`src/rtl/memory_access.sv`:
```
// Pipeline memory stage: issues loads/stores over a req/gnt/rvalid data-memory port,
// formats load data and hands instruction plus writeback data to the writeback stage.
module memory_access (
  input  logic        clk,
  input  logic        rst_n,
  input  logic [31:0] instr_i,
  input  logic [31:0] alu_result_i,
  input  logic [31:0] rs2_i,
  output logic        stall_o,
  output logic        dmem_req_o,
  output logic        dmem_we_o,
  output logic [31:0] dmem_addr_o,
  output logic [3:0]  dmem_be_o,
  output logic [31:0] dmem_wdata_o,
  input  logic        dmem_gnt_i,
  input  logic        dmem_rvalid_i,
  input  logic [31:0] dmem_rdata_i,
  output logic [31:0] instr_o,
  output logic [31:0] rd_data_o,
  output logic [4:0]  sel_rd_o,
  output logic        err_o
);
  // Handshake: a request is presented in REQ and held stable until dmem_gnt_i is
  // seen high on a rising edge; load data is taken on the first dmem_rvalid_i in WAIT.
  localparam logic [6:0] OP_LOAD  = 7'b0000011;
  localparam logic [6:0] OP_STORE = 7'b0100011;
  localparam logic [6:0] OP_RTYPE = 7'b0110011;

  typedef enum logic [1:0] {IDLE, REQ, WAIT} state_t;
  state_t state;

  logic [31:0] h_instr;
  logic [31:0] h_addr;
  logic [31:0] h_rs2;

  logic [2:0] in_f3;
  logic       in_load;
  logic       in_store;
  logic       in_mem;
  logic       in_legal;
  logic       in_misaligned;
  logic       in_fault;

  always_comb begin
    in_f3         = instr_i[14:12];
    in_load       = (instr_i[6:0] == OP_LOAD);
    in_store      = (instr_i[6:0] == OP_STORE);
    in_mem        = in_load | in_store;
    in_legal      = 1'b0;
    case (in_f3)
      3'b000, 3'b001, 3'b010: in_legal = 1'b1;
      3'b100, 3'b101:         in_legal = in_load;
      default:                in_legal = 1'b0;
    endcase
    in_misaligned = ((in_f3[1:0] == 2'b01) && alu_result_i[0]) ||
                    ((in_f3[1:0] == 2'b10) && (alu_result_i[1:0] != 2'b00));
    in_fault      = in_mem & (~in_legal | in_misaligned);
  end

  logic       h_store;
  logic [2:0] h_f3;
  assign h_store = (h_instr[6:0] == OP_STORE);
  assign h_f3    = h_instr[14:12];

  logic [3:0]  st_be;
  logic [31:0] st_wdata;

  always_comb begin
    st_be    = 4'b1111;
    st_wdata = h_rs2;
    if (h_store) begin
      case (h_f3[1:0])
        2'b00: begin
          st_be    = 4'b0001 << h_addr[1:0];
          st_wdata = {4{h_rs2[7:0]}};
        end
        2'b01: begin
          st_be    = h_addr[1] ? 4'b1100 : 4'b0011;
          st_wdata = {2{h_rs2[15:0]}};
        end
        default: ;
      endcase
    end
  end

  // Memory port is driven only from state and holding registers, zero outside REQ.
  logic in_req;
  assign in_req       = (state == REQ);
  assign dmem_req_o   = in_req;
  assign dmem_we_o    = in_req & h_store;
  assign dmem_addr_o  = in_req ? {h_addr[31:2], 2'b00} : 32'd0;
  assign dmem_be_o    = in_req ? st_be : 4'd0;
  assign dmem_wdata_o = in_req ? st_wdata : 32'd0;

  logic [7:0]  ld_byte;
  logic [15:0] ld_half;
  logic [31:0] ld_data;

  always_comb begin
    case (h_addr[1:0])
      2'b00:   ld_byte = dmem_rdata_i[7:0];
      2'b01:   ld_byte = dmem_rdata_i[15:8];
      2'b10:   ld_byte = dmem_rdata_i[23:16];
      default: ld_byte = dmem_rdata_i[31:24];
    endcase
    ld_half = h_addr[1] ? dmem_rdata_i[31:16] : dmem_rdata_i[15:0];
    case (h_f3)
      3'b000:  ld_data = {{24{ld_byte[7]}}, ld_byte};
      3'b001:  ld_data = {{16{ld_half[15]}}, ld_half};
      3'b100:  ld_data = {24'd0, ld_byte};
      3'b101:  ld_data = {16'd0, ld_half};
      default: ld_data = dmem_rdata_i;
    endcase
  end

  logic stall;
  always_comb begin
    case (state)
      IDLE:    stall = in_mem & ~in_fault;
      REQ:     stall = ~(dmem_gnt_i & h_store);
      WAIT:    stall = ~dmem_rvalid_i;
      default: stall = 1'b0;
    endcase
  end
  assign stall_o = stall & rst_n;

  assign sel_rd_o = ((instr_o[6:0] == OP_LOAD) || (instr_o[6:0] == OP_RTYPE)) ?
                    instr_o[11:7] : 5'd0;

  always_ff @(posedge clk or negedge rst_n) begin
    if (!rst_n) begin
      state     <= IDLE;
      h_instr   <= 32'd0;
      h_addr    <= 32'd0;
      h_rs2     <= 32'd0;
      instr_o   <= 32'd0;
      rd_data_o <= 32'd0;
      err_o     <= 1'b0;
    end else begin
      err_o <= 1'b0;
      case (state)
        IDLE: begin
          if (in_fault) begin
            instr_o   <= 32'd0;
            rd_data_o <= 32'd0;
            err_o     <= 1'b1;
          end else if (in_mem) begin
            h_instr   <= instr_i;
            h_addr    <= alu_result_i;
            h_rs2     <= rs2_i;
            instr_o   <= 32'd0;
            rd_data_o <= 32'd0;
            state     <= REQ;
          end else begin
            instr_o   <= instr_i;
            rd_data_o <= alu_result_i;
          end
        end
        REQ: begin
          if (dmem_gnt_i && h_store) begin
            instr_o   <= h_instr;
            rd_data_o <= 32'd0;
            state     <= IDLE;
          end else begin
            instr_o <= 32'd0;
            if (dmem_gnt_i) state <= WAIT;
          end
        end
        WAIT: begin
          if (dmem_rvalid_i) begin
            instr_o   <= h_instr;
            rd_data_o <= ld_data;
            state     <= IDLE;
          end else begin
            instr_o <= 32'd0;
          end
        end
        default: state <= IDLE;
      endcase
    end
  end
endmodule

```
`config.mk`:
```
export PLATFORM = sky130hd
export DESIGN_NAME = memory_access
export DESIGN_NICKNAME = d
export VERILOG_FILES = /design/src/rtl/memory_access.sv
export SDC_FILE = /design/constraint.sdc
export NUM_CORES = 1
export LEC_CHECK = 0
export ABC_CLOCK_PERIOD_IN_PS = 4280
export BUFFER_PORTS_ARGS = -buffer_cell sky130_fd_sc_hd__buf_2
export CORE_MARGIN = 1
export CORE_UTILIZATION = 32
export CTS_CLUSTER_DIAMETER = 150
export CTS_CLUSTER_SIZE = 8
export DETAILED_ROUTE_END_ITERATION = 10
export HOLD_SLACK_MARGIN = 0.12
export PLACE_DENSITY = 0.64
export SLEW_MARGIN = 10
export SYNTH_ARGS = -nofsm -noshare
export SYNTH_HDL_FRONTEND = slang
export SYNTH_SLANG_ARGS = --single-unit
```
`constraint.sdc`:
```
create_clock -name clk -period 4.28 [get_ports clk]
set_clock_uncertainty 0.1 [all_clocks]
set_input_delay 0.428 -clock clk [delete_from_list [all_inputs] [get_ports clk]]
set_output_delay 0.428 -clock clk [all_outputs]
set_load 0.01 [all_outputs]
```
* Word level (Yosys, flattened, before mapping)
Index checks and enable logic that the tools add are counted.
** Cells by class
- Shifts and indexed selects :: 1
- Equality and inequality tests :: 24
- Bitwise gates (word level) :: 11
- Reduce and logical (&&, ||, !) cells :: 17
- Mux-type cells :: 32
** Operator list (count)
- 32-bit 2-to-1 mux :: 11
- 32-bit case mux with 3 select lines :: 2
- 32-bit case mux with 4 select lines :: 1
- 32-bit case mux with 2 select lines :: 1
- 8-bit case mux with 3 select lines :: 1
- 7-bit by 6-bit equality test with 1-bit output (second input constant) :: 3
- 16-bit 2-to-1 mux :: 1
- 7-bit by 2-bit equality test with 1-bit output (second input constant) :: 2
- 3-bit equality test (second input constant) :: 4
- 4-bit 2-to-1 mux :: 3
- 2-bit 2-to-1 mux :: 5
- 2-bit by 1-bit equality test with 1-bit output (second input constant) :: 4
- 4-bit case mux with 2 select lines :: 1
- 2-bit equality test (second input constant) :: 3
- 3-bit by 1-bit equality test with 1-bit output (second input constant) :: 2
- 2-bit logical NOT :: 3
- 3-bit logical NOT :: 2
- 2-bit inequality test (second input constant) :: 3
- 2-bit case mux with 3 select lines :: 1
- 3-bit AND reduction :: 2
- 1-bit AND :: 5
- 5-bit 2-to-1 mux :: 1
- 1-bit NOT :: 4
- 4-bit AND reduction :: 1
- other kinds (14) :: 19
** Word-level totals
- Input port bits :: 132
- Output and inout port bits :: 141
- Register bits after elaboration :: 163
- Logic and storage cells :: 92

* Longest topological paths before layout
- Depth after elaboration :: 10
- Depth in mapped cells :: 9

* Worst setup path after synthesis
Ideal clock, no wire load.
- Path kind :: input-to-output
- Start point :: in instr_i[6]
- End point :: out stall_o
- Data required time :: 3752 ps
- Path buffers :: 2
- Cell stages on the path :: 5
- Slack :: 1783 ps
- Arrival :: 1969 ps
- Cells stage by stage :: nor4_1 > o2111ai_1 > buf_2 > clkbuf_1 > a311oi_1
** On the way
- Longest elaborated chain between the ends :: 9
** Ends and longest elaborated chain
- start, declared :: RTL line 6 : input logic [31:0] instr_i,
- 7-bit by 2-bit equality test with 1-bit output :: RTL line 46 : in_load = (instr_i[6:0] == OP_LOAD);
- 1-bit case mux with 2 select lines :: RTL line 50 : case (in_f3)
- 1-bit NOT :: RTL line 57 : in_fault = in_mem & (~in_legal | in_misaligned);
- 1-bit OR :: RTL line 57
- 1-bit AND :: RTL line 57
- 1-bit NOT (no line)
- 1-bit AND (*) :: RTL line 119 : IDLE: stall = in_mem & ~in_fault;
- 1-bit case mux with 3 select lines (*) :: RTL line 118 : case (state)
- 1-bit AND (*) :: RTL line 125 : assign stall_o = stall & rst_n;
- end, declared :: RTL line 9 : output logic stall_o,
Mark *: on every way between the ends. The rest lies on a longest branch, timed or not.

* Worst setup path after layout
- Start point :: reg h_instr[3]
- End point :: out dmem_wdata_o[11]
** On the way
- Longest elaborated chain between the ends :: 3
** Ends and longest elaborated chain
- start, declared :: RTL line 32 : logic [31:0] h_instr;
- start signal, assigned :: RTL line 148 : h_instr <= instr_i;
- 7-bit by 6-bit equality test with 1-bit output :: RTL line 62 : assign h_store = (h_instr[6:0] == OP_STORE);
- 32-bit 2-to-1 mux :: RTL line 71 : if (h_store) begin
- 32-bit 2-to-1 mux :: RTL line 93 : assign dmem_wdata_o = in_req ? st_wdata : 32'd0;
- end, declared :: RTL line 14 : output logic [31:0] dmem_wdata_o,
Every way passes these cells.

==> impl_metrics.py <==
metrics = {
    "status": {
        "status": "finished, final reports clean",
    },
    "detailed_routing": {
        "ant_nets": 0,
        "post-route-drc-count": 0,
        "wl_per_cell_um": 18.26,
        "initialDrtViolationCount": 379,
        "routed_via_density": 5.125,
        "drt_pre_antenna_iters": 4,
        "via_count": 7191,
        "wirelength_mm": 25.62,
    },
    "clocking": {
        "post_cts_buffers": 0,
        "cts.sinks": 163,
        "cts_buffer_depth": 2,
        "clkLatencyLatePin_ns": 0.43,
        "cts-root-buf": "clkbuf_16",
        "cts_resized": 0,
        "clk_pin_slew_ns": 0.07,
        "numCtsBuffers": 17,
        "cts_tree": "done",
        "h-tree-depth": 4,
        "ctsHoldBuffers": 22,
    },
    "layout": {
        "mostFrequentLayoutCell": "buf_2",
        "finalNetCount": 1195,
        "layout_common_cells": "269 x buf_2, 163 x dfrtp_1, 104 x nand2_1",
        "drive_gt1_share_pct": 39.93,
        "fill_cells": 2473,
        "syn_to_final_growth_pct": 29.91,
        "fin_util_pct": 42.55,
    },
    "logic_synthesis": {
        "synth-edff-count": 0,
        "synth-seq-area-share_pct": 49.17,
        "syn_inst": 795,
        "syn_area_um2": 8295,
        "synth-seq-cells": 163,
        "yosys_warnings": 0,
        "synth-main-ff-cell": "dfrtp_1",
        "syn_avg_cell_area_um2": 10.43,
        "synthArstFlopShare_pct": 100.0,
        "synth_cell_type_count": 46,
    },
    "die": {
        "io-pin-count": 273,
        "die_y_um": 163.0,
        "fp.dieW_um": 163.0,
        "core-area_um2": 25330,
        "start_util_pct": 32.75,
        "num_rows": 58,
        "die_area_um2": 26570,
    },
    "job": {
        "drv_cap": 0,
    },
    "sta": {
        "slew_violations": 0,
        "fmax_mhz": 300.1,
        "setup_ws_ns": 0.9472,
        "finalHoldViolations": 0,
        "setup_viol": 0,
        "rsz0062_at_grt": "false",
        "post-route-period-util_pct": 77.87,
        "worstMarginPinSlew_ns": 1.230,
        "fin_setup_tns_ns": 0,
        "period_needed_ns": 3.333,
        "relSlewSlack_pct": 18.01,
    },
    "global_routing": {
        "grtUsageTotal_pct": 19.16,
        "met3_usage_pct": 4.227,
        "grt_overflow_total": 0,
        "met2_usage_pct": 31.66,
        "grt_pass1_wl_mm": 39.22,
        "grtUsageMet1_pct": 24.81,
        "antenna_found_initial": 2,
        "grt_max_degree": 78,
        "grt_pass1_vias": 6845,
        "grt-busiest-layer": "met2",
    },
    "setup_path": {
        "critical_path_class": "reg2out",
        "endpoint_kind": "output port",
        "cp-start-kind": "flop",
        "worst-endpoint-arrival_ns": 2.80,
        "r2r_slack_ns": 1.41,
        "path_max_fanout": 8,
        "required_ns": 3.75,
    },
    "placement": {
        "dpl.hpwl_mm": 17.98,
        "place_congestion": 0.7703,
        "dp_slack_ns": 1.346,
        "portBuffers": 270,
    },
    "power": {
        "irDropWorstVdd_uv": 247.9,
        "powerDensity_nw_per_um2": 504.8,
        "leakagePower_nw": 5.293,
    },
    "hold_path": {
        "min_path_type": "in2reg",
    },
}
==> cell families after synthesis <==
family          count (synthesis)  synth area share (%)
simple gates                  222                 13.14
flops                         163                 49.17
buf+inv                       100                 5.128
xor+xnor                        1                0.1056
mux                           133                 17.42
other cells                     1               0.04521
fa+ha+maj                       4                0.6033
compound gates                171                 14.39
==> stage by stage <==
step | power (mW) | cell area, um^2 | std cells | hold WS (ns)
after floorplan | 3.173 | 8299 | 796 | 0.03241
after detailed placement | 3.902 | 9942 | 1347 | 0.3729
after CTS | 5.505 | 10760 | 1401 | 0.1203
after global placement | 3.856 | 9942 | 1347 | 0.3619
final | 5.440 | 10780 | 1403 | 0.1400
after global routing | 5.767 | 10770 | 1402 | 0.1246
==> metal layers <==
metal | vias up | share of wire, %
li1 | 3367 | -
met1 | 3545 | 43
met2 | 244 | 48
met3 | 33 | 6.3
met4 | 2 | 1.9
met5 | - | 0.043
==> critical path: stages, from the launching register on <==
cell and delay [ns]:
dfrtp_1 0.39, or4b_1 0.71, nor4_4 0.77, mux2i_1 0.29
nor2_1 0.07, buf_2 0.15
==> cell type report <==
type                    instances  area, um^2  area share [%]
repair buffers                310        1715           15.92
clock inverters                15       176.4           1.637
multi-input cells             533        3837           35.61
clock buffers                  17       425.4           3.948
well taps                     330       412.9           3.831
inverters                      34       127.6           1.184
diodes                          1       2.502         0.02322
flip-flops and latches        163        4079           37.85
==> power breakdown <==
group	internal (mW)	leakage (nW)	switching (mW)
clock network	0.798	0.296	0.770
logic	0.693	2.90	0.990
registers	1.92	2.09	0.269
==> synthesized netlist by cell type (all sizes together), types with 4 or more instances <==
cell type | n | area [um^2]
and3b | 7 | 61.31
a31o | 7 | 61.31
ha | 4 | 50.05
and2 | 50 | 314.0
a211oi | 8 | 60.06
nand2 | 104 | 390.4
mux2i | 42 | 420.4
nor2b | 13 | 81.33
nor2 | 29 | 108.9
mux2 | 91 | 1025
dfrtp | 163 | 4079
nor3 | 4 | 20.02
clkbuf | 44 | 165.2
buf | 22 | 132.6
o21ai | 9 | 45.04
o221ai | 52 | 455.4
a21oi | 45 | 225.2
a31oi | 39 | 244.0
inv | 34 | 127.6
nor4 | 4 | 40.04
==> path summary, 6_finish.rpt <==
| kind | start | end | cells past startpoint |
|---|---|---|---|
| setup / recovery | h_instr[3] | dmem_wdata_o[11] | 5 |
| hold / removal | rs2_i[25] | h_rs2[25] | 2 |
| setup reg to reg | state[1] | instr_o[11] | 8 |
| hold reg to reg | h_instr[0] | h_instr[0] | 2 |
| max in group asynchronous | rst_n | h_rs2[26] | 3 |
| min in group asynchronous | rst_n | instr_o[11] | 2 |
==> flip-flops by register name, summed over array words and instances, names as in the netlist <==
register   cells
state          2
instr_o       32
rd_data_o     32
h_rs2         32
h_addr        32
h_instr       32
err_o          1
Power figures use the tool's default switching activity.
